<file path="src/rtl/sdram_pkg.sv">
// Shared types for the SDRAM client command queue.
// Command bundle, queue FSM states and burst-length constant.
package sdram_pkg;

    localparam int SDRAM_ADDR_W = 32;
    localparam int SDRAM_DATA_W = 32;

    localparam logic [7:0] LEN_SINGLE = 8'd0;

    typedef struct packed {
        logic [3:0]              we;
        logic [SDRAM_ADDR_W-1:0] addr;
        logic [SDRAM_DATA_W-1:0] data;
    } sdram_cmd_t;

    typedef enum logic {
        IDLE,
        ISSUE
    } cmdq_state_e;

    function automatic logic cmd_is_read(input sdram_cmd_t c);
        return c.we == 4'b0000;
    endfunction

endpackage

</file>
<file path="src/rtl/sdram_core_if.sv">
// Command/response channel between the client queue and the SDRAM core.
// man drives commands; sub answers with accept/ack.
interface sdram_core_if #(
    parameter int ADDR_WIDTH = 32,
    parameter int DATA_WIDTH = 32
);

    logic [3:0]            wr;
    logic                  rd;
    logic [7:0]            len;
    logic [ADDR_WIDTH-1:0] addr;
    logic [DATA_WIDTH-1:0] write_data;
    logic                  accept;
    logic                  ack;
    logic                  error;
    logic [DATA_WIDTH-1:0] read_data;

    modport man (
        output wr, rd, len, addr, write_data,
        input  accept, ack, error, read_data
    );

    modport sub (
        input  wr, rd, len, addr, write_data,
        output accept, ack, error, read_data
    );

endinterface

</file>
<file path="src/rtl/sdram_sync_fifo.sv">
// Generic single-clock FIFO with registered occupancy.
// Head entry is presented combinationally on o_rdata.
module sdram_sync_fifo #(
    parameter int DEPTH = 4,
    parameter int WIDTH = 8
) (
    input  logic             clk,
    input  logic             rst,
    input  logic             i_push,
    input  logic [WIDTH-1:0] i_wdata,
    input  logic             i_pop,
    output logic [WIDTH-1:0] o_rdata,
    output logic             o_full,
    output logic             o_empty
);

    localparam int AW = $clog2(DEPTH);
    localparam logic [AW:0] L_DEPTH = (AW+1)'(DEPTH);

    logic [WIDTH-1:0] r_mem [DEPTH];
    logic [AW-1:0]    r_wptr;
    logic [AW-1:0]    r_rptr;
    logic [AW:0]      r_count;
    logic             w_push;
    logic             w_pop;

    assign o_full  = (r_count == L_DEPTH);
    assign o_empty = (r_count == '0);
    assign w_push  = i_push && !o_full;
    assign w_pop   = i_pop && !o_empty;
    assign o_rdata = r_mem[r_rptr];

    always_ff @(posedge clk) begin
        if (w_push) begin
            r_mem[r_wptr] <= i_wdata;
        end
    end

    // Power-of-two depth lets the pointers wrap by overflow.
    always_ff @(posedge clk) begin
        if (rst) begin
            r_wptr  <= '0;
            r_rptr  <= '0;
            r_count <= '0;
        end else begin
            if (w_push) begin
                r_wptr <= r_wptr + 1'b1;
            end
            if (w_pop) begin
                r_rptr <= r_rptr + 1'b1;
            end
            unique case ({w_push, w_pop})
                2'b10:   r_count <= r_count + 1'b1;
                2'b01:   r_count <= r_count - 1'b1;
                default: r_count <= r_count;
            endcase
        end
    end

endmodule

</file>
<file path="src/rtl/sdram_cmd_queue.sv">
// Request queue in front of the SDRAM core with in-flight credit limit.
// Optional SDRAM_CMDQ_STATS_EN adds read/write/error counters.
module sdram_cmd_queue
    import sdram_pkg::*;
#(
    parameter int ADDR_WIDTH = 32,
    parameter int DATA_WIDTH = 32,
    parameter int DEPTH      = 4,
    parameter int MAX_OUT    = 4
) (
    input  logic                  clk,
    input  logic                  rst,
    input  logic                  req_valid,
    output logic                  req_ready,
    input  logic [3:0]            req_we,
    input  logic [ADDR_WIDTH-1:0] req_addr,
    input  logic [DATA_WIDTH-1:0] req_wdata,
    output logic                  rsp_valid,
    output logic [DATA_WIDTH-1:0] rsp_data,
    output logic                  rsp_error,
    output logic                  proto_err,
`ifdef SDRAM_CMDQ_STATS_EN
    output logic [31:0]           stat_rd,
    output logic [31:0]           stat_wr,
    output logic [31:0]           stat_err,
`endif
    sdram_core_if.man             core
);

    localparam int OW = $clog2(MAX_OUT + 1);
    localparam logic [OW:0] L_MAX = (OW+1)'(MAX_OUT);

    cmdq_state_e     r_state;
    cmdq_state_e     w_state_nx;
    sdram_cmd_t      r_cmd;
    sdram_cmd_t      w_head;
    sdram_cmd_t      w_push_cmd;
    logic            w_full;
    logic            w_empty;
    logic            w_pop;
    logic [OW-1:0]   r_out;
    logic [OW:0]     w_out_p1;
    logic            w_credit;
    logic            w_credit_after;
    logic            w_acc;
    logic            w_ack_dec;
    logic            w_issue;

    logic                  r_rsp_valid;
    logic [DATA_WIDTH-1:0] r_rsp_data;
    logic                  r_rsp_error;
    logic                  r_proto_err;

    assign w_push_cmd = '{we: req_we, addr: req_addr, data: req_wdata};

    sdram_sync_fifo #(
        .DEPTH (DEPTH),
        .WIDTH ($bits(sdram_cmd_t))
    ) u_fifo (
        .clk     (clk),
        .rst     (rst),
        .i_push  (req_valid && !w_full),
        .i_wdata (w_push_cmd),
        .i_pop   (w_pop),
        .o_rdata (w_head),
        .o_full  (w_full),
        .o_empty (w_empty)
    );

    assign req_ready = !w_full;

    assign w_issue        = (r_state == ISSUE);
    assign w_acc          = w_issue && core.accept;
    assign w_ack_dec      = core.ack && (r_out != '0);
    assign w_out_p1       = {1'b0, r_out} + 1'b1;
    assign w_credit       = ({1'b0, r_out} < L_MAX);
    assign w_credit_after = (w_out_p1 < L_MAX);

    always_comb begin
        w_state_nx = r_state;
        w_pop      = 1'b0;
        unique case (r_state)
            IDLE: begin
                if (!w_empty && w_credit) begin
                    w_pop      = 1'b1;
                    w_state_nx = ISSUE;
                end
            end
            ISSUE: begin
                if (core.accept) begin
                    if (!w_empty && w_credit_after) begin
                        w_pop = 1'b1;
                    end else begin
                        w_state_nx = IDLE;
                    end
                end
            end
            default: w_state_nx = IDLE;
        endcase
    end

    always_ff @(posedge clk) begin
        if (rst) begin
            r_state <= IDLE;
        end else begin
            r_state <= w_state_nx;
        end
    end

    always_ff @(posedge clk) begin
        if (rst) begin
            r_cmd <= '0;
        end else if (w_pop) begin
            r_cmd <= w_head;
        end
    end

    // A stray ack at zero must not underflow the credit counter.
    always_ff @(posedge clk) begin
        if (rst) begin
            r_out <= '0;
        end else begin
            unique case ({w_acc, w_ack_dec})
                2'b10:   r_out <= r_out + 1'b1;
                2'b01:   r_out <= r_out - 1'b1;
                default: r_out <= r_out;
            endcase
        end
    end

    always_ff @(posedge clk) begin
        if (rst) begin
            r_rsp_valid <= 1'b0;
            r_rsp_data  <= '0;
            r_rsp_error <= 1'b0;
            r_proto_err <= 1'b0;
        end else begin
            r_rsp_valid <= core.ack;
            if (core.ack) begin
                r_rsp_data  <= core.read_data;
                r_rsp_error <= core.error;
            end
            if (core.ack && (r_out == '0)) begin
                r_proto_err <= 1'b1;
            end
        end
    end

    assign rsp_valid = r_rsp_valid;
    assign rsp_data  = r_rsp_data;
    assign rsp_error = r_rsp_error;
    assign proto_err = r_proto_err;

    assign core.wr         = w_issue ? r_cmd.we : 4'b0000;
    assign core.rd         = w_issue && cmd_is_read(r_cmd);
    assign core.len        = LEN_SINGLE;
    assign core.addr       = w_issue ? r_cmd.addr : '0;
    assign core.write_data = w_issue ? r_cmd.data : '0;

`ifdef SDRAM_CMDQ_STATS_EN
    logic [31:0] r_stat_rd;
    logic [31:0] r_stat_wr;
    logic [31:0] r_stat_err;

    always_ff @(posedge clk) begin
        if (rst) begin
            r_stat_rd  <= '0;
            r_stat_wr  <= '0;
            r_stat_err <= '0;
        end else begin
            if (w_acc && cmd_is_read(r_cmd)) begin
                r_stat_rd <= r_stat_rd + 1'b1;
            end
            if (w_acc && !cmd_is_read(r_cmd)) begin
                r_stat_wr <= r_stat_wr + 1'b1;
            end
            if (core.ack && core.error) begin
                r_stat_err <= r_stat_err + 1'b1;
            end
        end
    end

    assign stat_rd  = r_stat_rd;
    assign stat_wr  = r_stat_wr;
    assign stat_err = r_stat_err;
`endif

endmodule

</file>
<file path="src/flat_wrapper.sv">
// flat-port wrapper written by rule: the top's interface ports become plain ports
module sdram_cmd_queue_flat import sdram_pkg::*;
#(
    parameter int ADDR_WIDTH = 32,
    parameter int DATA_WIDTH = 32,
    parameter int DEPTH      = 4,
    parameter int MAX_OUT    = 4
)
  (clk, rst, req_valid, req_ready, req_we, req_addr, req_wdata, rsp_valid, rsp_data, rsp_error, proto_err, core_wr, core_rd, core_len, core_addr, core_write_data, core_accept, core_ack, core_error, core_read_data);
  sdram_core_if #(.ADDR_WIDTH(ADDR_WIDTH), .DATA_WIDTH(DATA_WIDTH)) core_i ();
  input  logic clk;
  input  logic rst;
  input  logic req_valid;
  output logic req_ready;
  input  logic [3:0] req_we;
  input  logic [ADDR_WIDTH-1:0] req_addr;
  input  logic [DATA_WIDTH-1:0] req_wdata;
  output logic rsp_valid;
  output logic [DATA_WIDTH-1:0] rsp_data;
  output logic rsp_error;
  output logic proto_err;
  output wire logic [$bits(core_i.wr)-1:0] core_wr;
  output wire logic [$bits(core_i.rd)-1:0] core_rd;
  output wire logic [$bits(core_i.len)-1:0] core_len;
  output wire logic [$bits(core_i.addr)-1:0] core_addr;
  output wire logic [$bits(core_i.write_data)-1:0] core_write_data;
  input wire logic [$bits(core_i.accept)-1:0] core_accept;
  input wire logic [$bits(core_i.ack)-1:0] core_ack;
  input wire logic [$bits(core_i.error)-1:0] core_error;
  input wire logic [$bits(core_i.read_data)-1:0] core_read_data;
  assign core_wr = core_i.wr;
  assign core_rd = core_i.rd;
  assign core_len = core_i.len;
  assign core_addr = core_i.addr;
  assign core_write_data = core_i.write_data;
  assign core_i.accept = core_accept;
  assign core_i.ack = core_ack;
  assign core_i.error = core_error;
  assign core_i.read_data = core_read_data;
  sdram_cmd_queue #(.ADDR_WIDTH(ADDR_WIDTH), .DATA_WIDTH(DATA_WIDTH), .DEPTH(DEPTH), .MAX_OUT(MAX_OUT)) u_core (.clk(clk), .rst(rst), .req_valid(req_valid), .req_ready(req_ready), .req_we(req_we), .req_addr(req_addr), .req_wdata(req_wdata), .rsp_valid(rsp_valid), .rsp_data(rsp_data), .rsp_error(rsp_error), .proto_err(proto_err), .core(core_i));
endmodule
</file>
<file path="config.mk">
export PLATFORM = sky130hd
export DESIGN_NAME = sdram_cmd_queue_flat
export DESIGN_NICKNAME = d
export VERILOG_FILES = /design/src/rtl/sdram_pkg.sv /design/src/rtl/sdram_core_if.sv /design/src/rtl/sdram_sync_fifo.sv /design/src/rtl/sdram_cmd_queue.sv /design/src/flat_wrapper.sv
export SDC_FILE = /design/constraint.sdc
export NUM_CORES = 1
export LEC_CHECK = 0
export CAP_MARGIN = 20
export CORE_MARGIN = 2
export CORE_UTILIZATION = 50
export DETAILED_ROUTE_END_ITERATION = 16
export DONT_BUFFER_PORTS = 1
export GPL_ROUTABILITY_DRIVEN = 0
export PLACE_DENSITY_LB_ADDON = 0.05
export SETUP_SLACK_MARGIN = 0.3
export SLEW_MARGIN = 20
export SYNTH_ARGS = -nofsm -noshare
export SYNTH_HDL_FRONTEND = slang
export SYNTH_SLANG_ARGS = --single-unit
export TNS_END_PERCENT = 50
</file>
<file path="constraint.sdc">
create_clock -name clk -period 3.2 [get_ports clk]
set_input_delay 0.16 -clock clk [delete_from_list [all_inputs] [get_ports clk]]
set_output_delay 0.16 -clock clk [all_outputs]
set_load 0.02 [all_outputs]
</file>
==> results.txt <==
----------------------------------------------------
[Timing]
  Worst rel slew slack ... 39.0%
  Setup violations, final ... 0
  Min Tclk post-route ... 2.72 ns
  Least-Margin Pin Slew ... 0.916 ns
  Unrepaired setup endpoints after global routing ... no
  Final worst path period share ... 85.1%
  Setup clock skew after layout ... 0.0115 ns
  Final Hold Viols ... 0
  Highest Clock Rate ... 0.367 GHz
  Count of pins over their slew limit ... 0
  Setup TNS after final layout ... 0 ns

[Floorplanning]
  IO Count ... 219
  Core Footprint ... 28,600 um^2
  Placement row count ... 62
  Die X-Extent ... 174 um
  Vertical die dimension ... 174 um
  Overall die area ... 30,300 um^2
  Starting density of the core ... 50.6%

[Finish]
  Layout-stage area growth over the synthesis result ... 19.6%
  Layout cells sized above 1 ... 13.6%
  Net count reported at finish ... 1,155

[Logic synthesis]
  Yosys cell types ... 30
  Share of Yosys cell area claimed by the top area cell type ... 56.4%
  Syn Std Cell Area ... 14,500 um^2
  Sequential element share of the synthesized area ... 72.2%
  Warnings from Yosys ... 0
  Share of synthesized cell area in full adder, half adder and majority cells ... 0.795%
  Most frequently used flop master after synthesis ... edfxtp_1
  Dominant cell type by area after synthesis ... edfxtp_1
  Post-synthesis async set-or-reset flop share ... 0%
  Share of synthesized area spent on multiplexers ... 12.9%
  Post-synthesis average cell area ... 15.7 um^2
  Flops & latches, synth ... 386
  Number of flops mapped to enable cells by yosys ... 272
  Most common cell in the netlist ... edfxtp_1
  Cells taking the most area after synthesis ... edfxtp_1 (56%), dfxtp_1 (16%), mux4_2 (11%)
  Dominant combinational cell family by area after synthesis ... multiplexers
  Count of mapped cells out of synthesis ... 925
  Compound-Gate Fraction of Synth Area ... 2.92%
  Fraction of the mapped netlist area in simple logic gates ... 8.30%
  Commonest cells post-synth ... edfxtp_1 (272), nand2_1 (139), dfxtp_1 (114)
  XOR/XNOR Fraction of Synth Area ... 0.363%

[Clocking]
  Clock Sinks ... 386
  Max clock buf depth ... 3
  TritonCTS Buffers ... 40
  Later-pin clock latency in the skew report ... 0.51 ns
  Clk pin slew, worst setup/hold paths ... 0.06 ns
  Setup bufs post-CTS ... 0
  TritonCTS clock tree ... done
  H-tree levels ... 2
  Number of hold buffers added after cts ... 119
  Clock tree root buffer cell ... clkbuf_16
  Post-CTS sizing ... 0

[Global routing]
  Pin count of the biggest net entering global routing ... 115
  Grt total ovfl ... 0
  Most used routing layer ... met2
  Met3 Use GR ... 4.42%
  Met1 track demand over resource ... 24.8%
  M2 GR Usage ... 35.1%
  Wire length of the first global-routing pass ... 46,800 um
  Number of global-route vias before repair ... 8,525
  Initial antenna violation count ... 2
  GRT Resource Usage Total ... 19.9%

[Flow run]
  Count of max-cap constraint violations ... 0

[Worst hold path]
  Tightest Hold Check Type ... primary input to register
  Cell depth of the worst hold path ... 2

[Route]
  Routed len/inst ... 20.6 um
  Antenna Nets Post-Route ... 0
  Total routed wirelength ... 30,000 um
  Routed via count ... 7,839
  Per-cell via count in the routed design ... 5.38
  Detailed-routing iteration count for the pre-antenna-repair pass ... 7
  Post-detailed-route DRC marker count ... 0
  DRC violation total after the first TritonRoute iteration ... 496

[Power and ir drop]
  Worst IR drop on VDD ... 0.487 mV
  Leak pwr ... 5.91 nW
  Total chip power ... 14.1 mW
  Cell Pwr Density ... 813 nW/um^2

[Critical path]
  Arrival time at the worst endpoint ... 3.16 ns
  Capturing element type of the critical path ... register
  Startpoint kind of the worst setup timing path ... register
  Data required time of the worst path ... 3.63 ns
  Worst reg2reg path depth ... 9
  Setup CP Type ... register to register
  Maximum fanout encountered on the critical timing path ... 6

[Status]
  Status ... completed

[Placed design]
  Half-perimeter wire length after detailed placement ... 16,000 um
  Quantity of I/O buffers inserted on ports ... 0

----------------------------------------------------
-- final timing paths --
| check | startpoint | end | slack, ns |
|---|---|---|---|
| min reg2reg | u_core.r_cmd[58] | u_core.r_cmd[58] | 0.45 |
| max reg2reg | u_core.u_fifo.r_count[0] | u_core.u_fifo.r_count[2] | 0.48 |
| min | rst | u_core.r_cmd[38] | 0.06 |
| max | u_core.u_fifo.r_count[0] | u_core.u_fifo.r_count[2] | 0.48 |
-- metrics by stage --
step                hold slack (ns)  instances  util, %  setup WS [ns]  area, um^2
floorplan                     0.259        932        -          0.437       14500
global placement              0.244       1264     51.9          0.661       14900
detailed placement            0.243       1264     51.9          0.526       14900
CTS                          0.0646       1454     60.5          0.492       17300
global route                 0.0920       1456     60.5          0.318       17300
finish                       0.0634       1456     60.5          0.478       17300
-- layout make-up --
cell class	instances	area, um^2
flip-flops and latches	386	10500
inverters	12	46.3
well taps	384	480
repair buffers	131	1370
fillers	2151	11300
multi-input cells	470	3710
clock buffers	61	1180
diodes	2	5.00
clock inverters	10	70.1
-- kinds of logic after synthesis --
group                    Yosys count
adder cells (fa/ha/maj)            8
XOR/XNOR                           6
flip-flops                       386
AO/OA/AOI/OAI                     82
multiplexers                     101
AND/OR/NAND/NOR                  265
other                              1
buffers and inverters             76
-- state kept, by name, indices dropped and copies added, names as in the netlist, 2 cells and up --
name,count
u_core.u_fifo.r_mem,272
u_core.r_cmd,68
u_core.rsp_data,32
u_core.r_out,3
u_core.u_fifo.r_count,3
u_core.u_fifo.r_rptr,2
u_core.u_fifo.r_wptr,2
-- metal layers --
| metal | vias to the layer above | wire [um] |
|---|---|---|
| li1 | 3602 | - |
| met1 | 3920 | 12600 |
| met2 | 258 | 15000 |
| met3 | 59 | 1780 |
| met4 | 0 | 616 |
| met5 | - | 0 |
-- worst max-delay path, cell delays in order, from the launching register on --
cell	delay, ns
dfxtp_1	0.34
or3b_1	0.57
and2_1	0.28
inv_1	0.09
ha_1	0.19
inv_1	0.07
fa_1	0.44
xor2_1	0.17
or3_1	0.33
a21oi_1	0.16
-- where the power goes --
part	leakage [nW]	switching, mW	total (mW)	internal (mW)
clock network	0.617	1.76	4.37	2.61
registers	3.43	0.502	6.69	6.19
logic	1.86	1.77	3.01	1.23
-- cells in the final DEF, fill, tap and decap left out, types with 2 or more instances in the layout --
master and n:
a21oi_1 76, and2_1 70, and3_4 4, buf_12 6, buf_4 6, clkbuf_1 12, clkbuf_16 41, clkbuf_8 8
clkinv_1 4, clkinv_2 6, conb_1 8, dfxtp_1 111, dfxtp_4 2, diode_2 2, dlygate4sd3_1 117, edfxtp_1 272
fa_1 2, ha_1 6, inv_1 11, mux2i_1 33, mux4_2 68, nand2_1 139, nor2_1 43, nor2b_1 2
nor3_1 2, o21ai_0 3, or3_1 3, xnor2_1 2, xor2_1 4
Note: power is estimated with default switching activity, not from simulation.
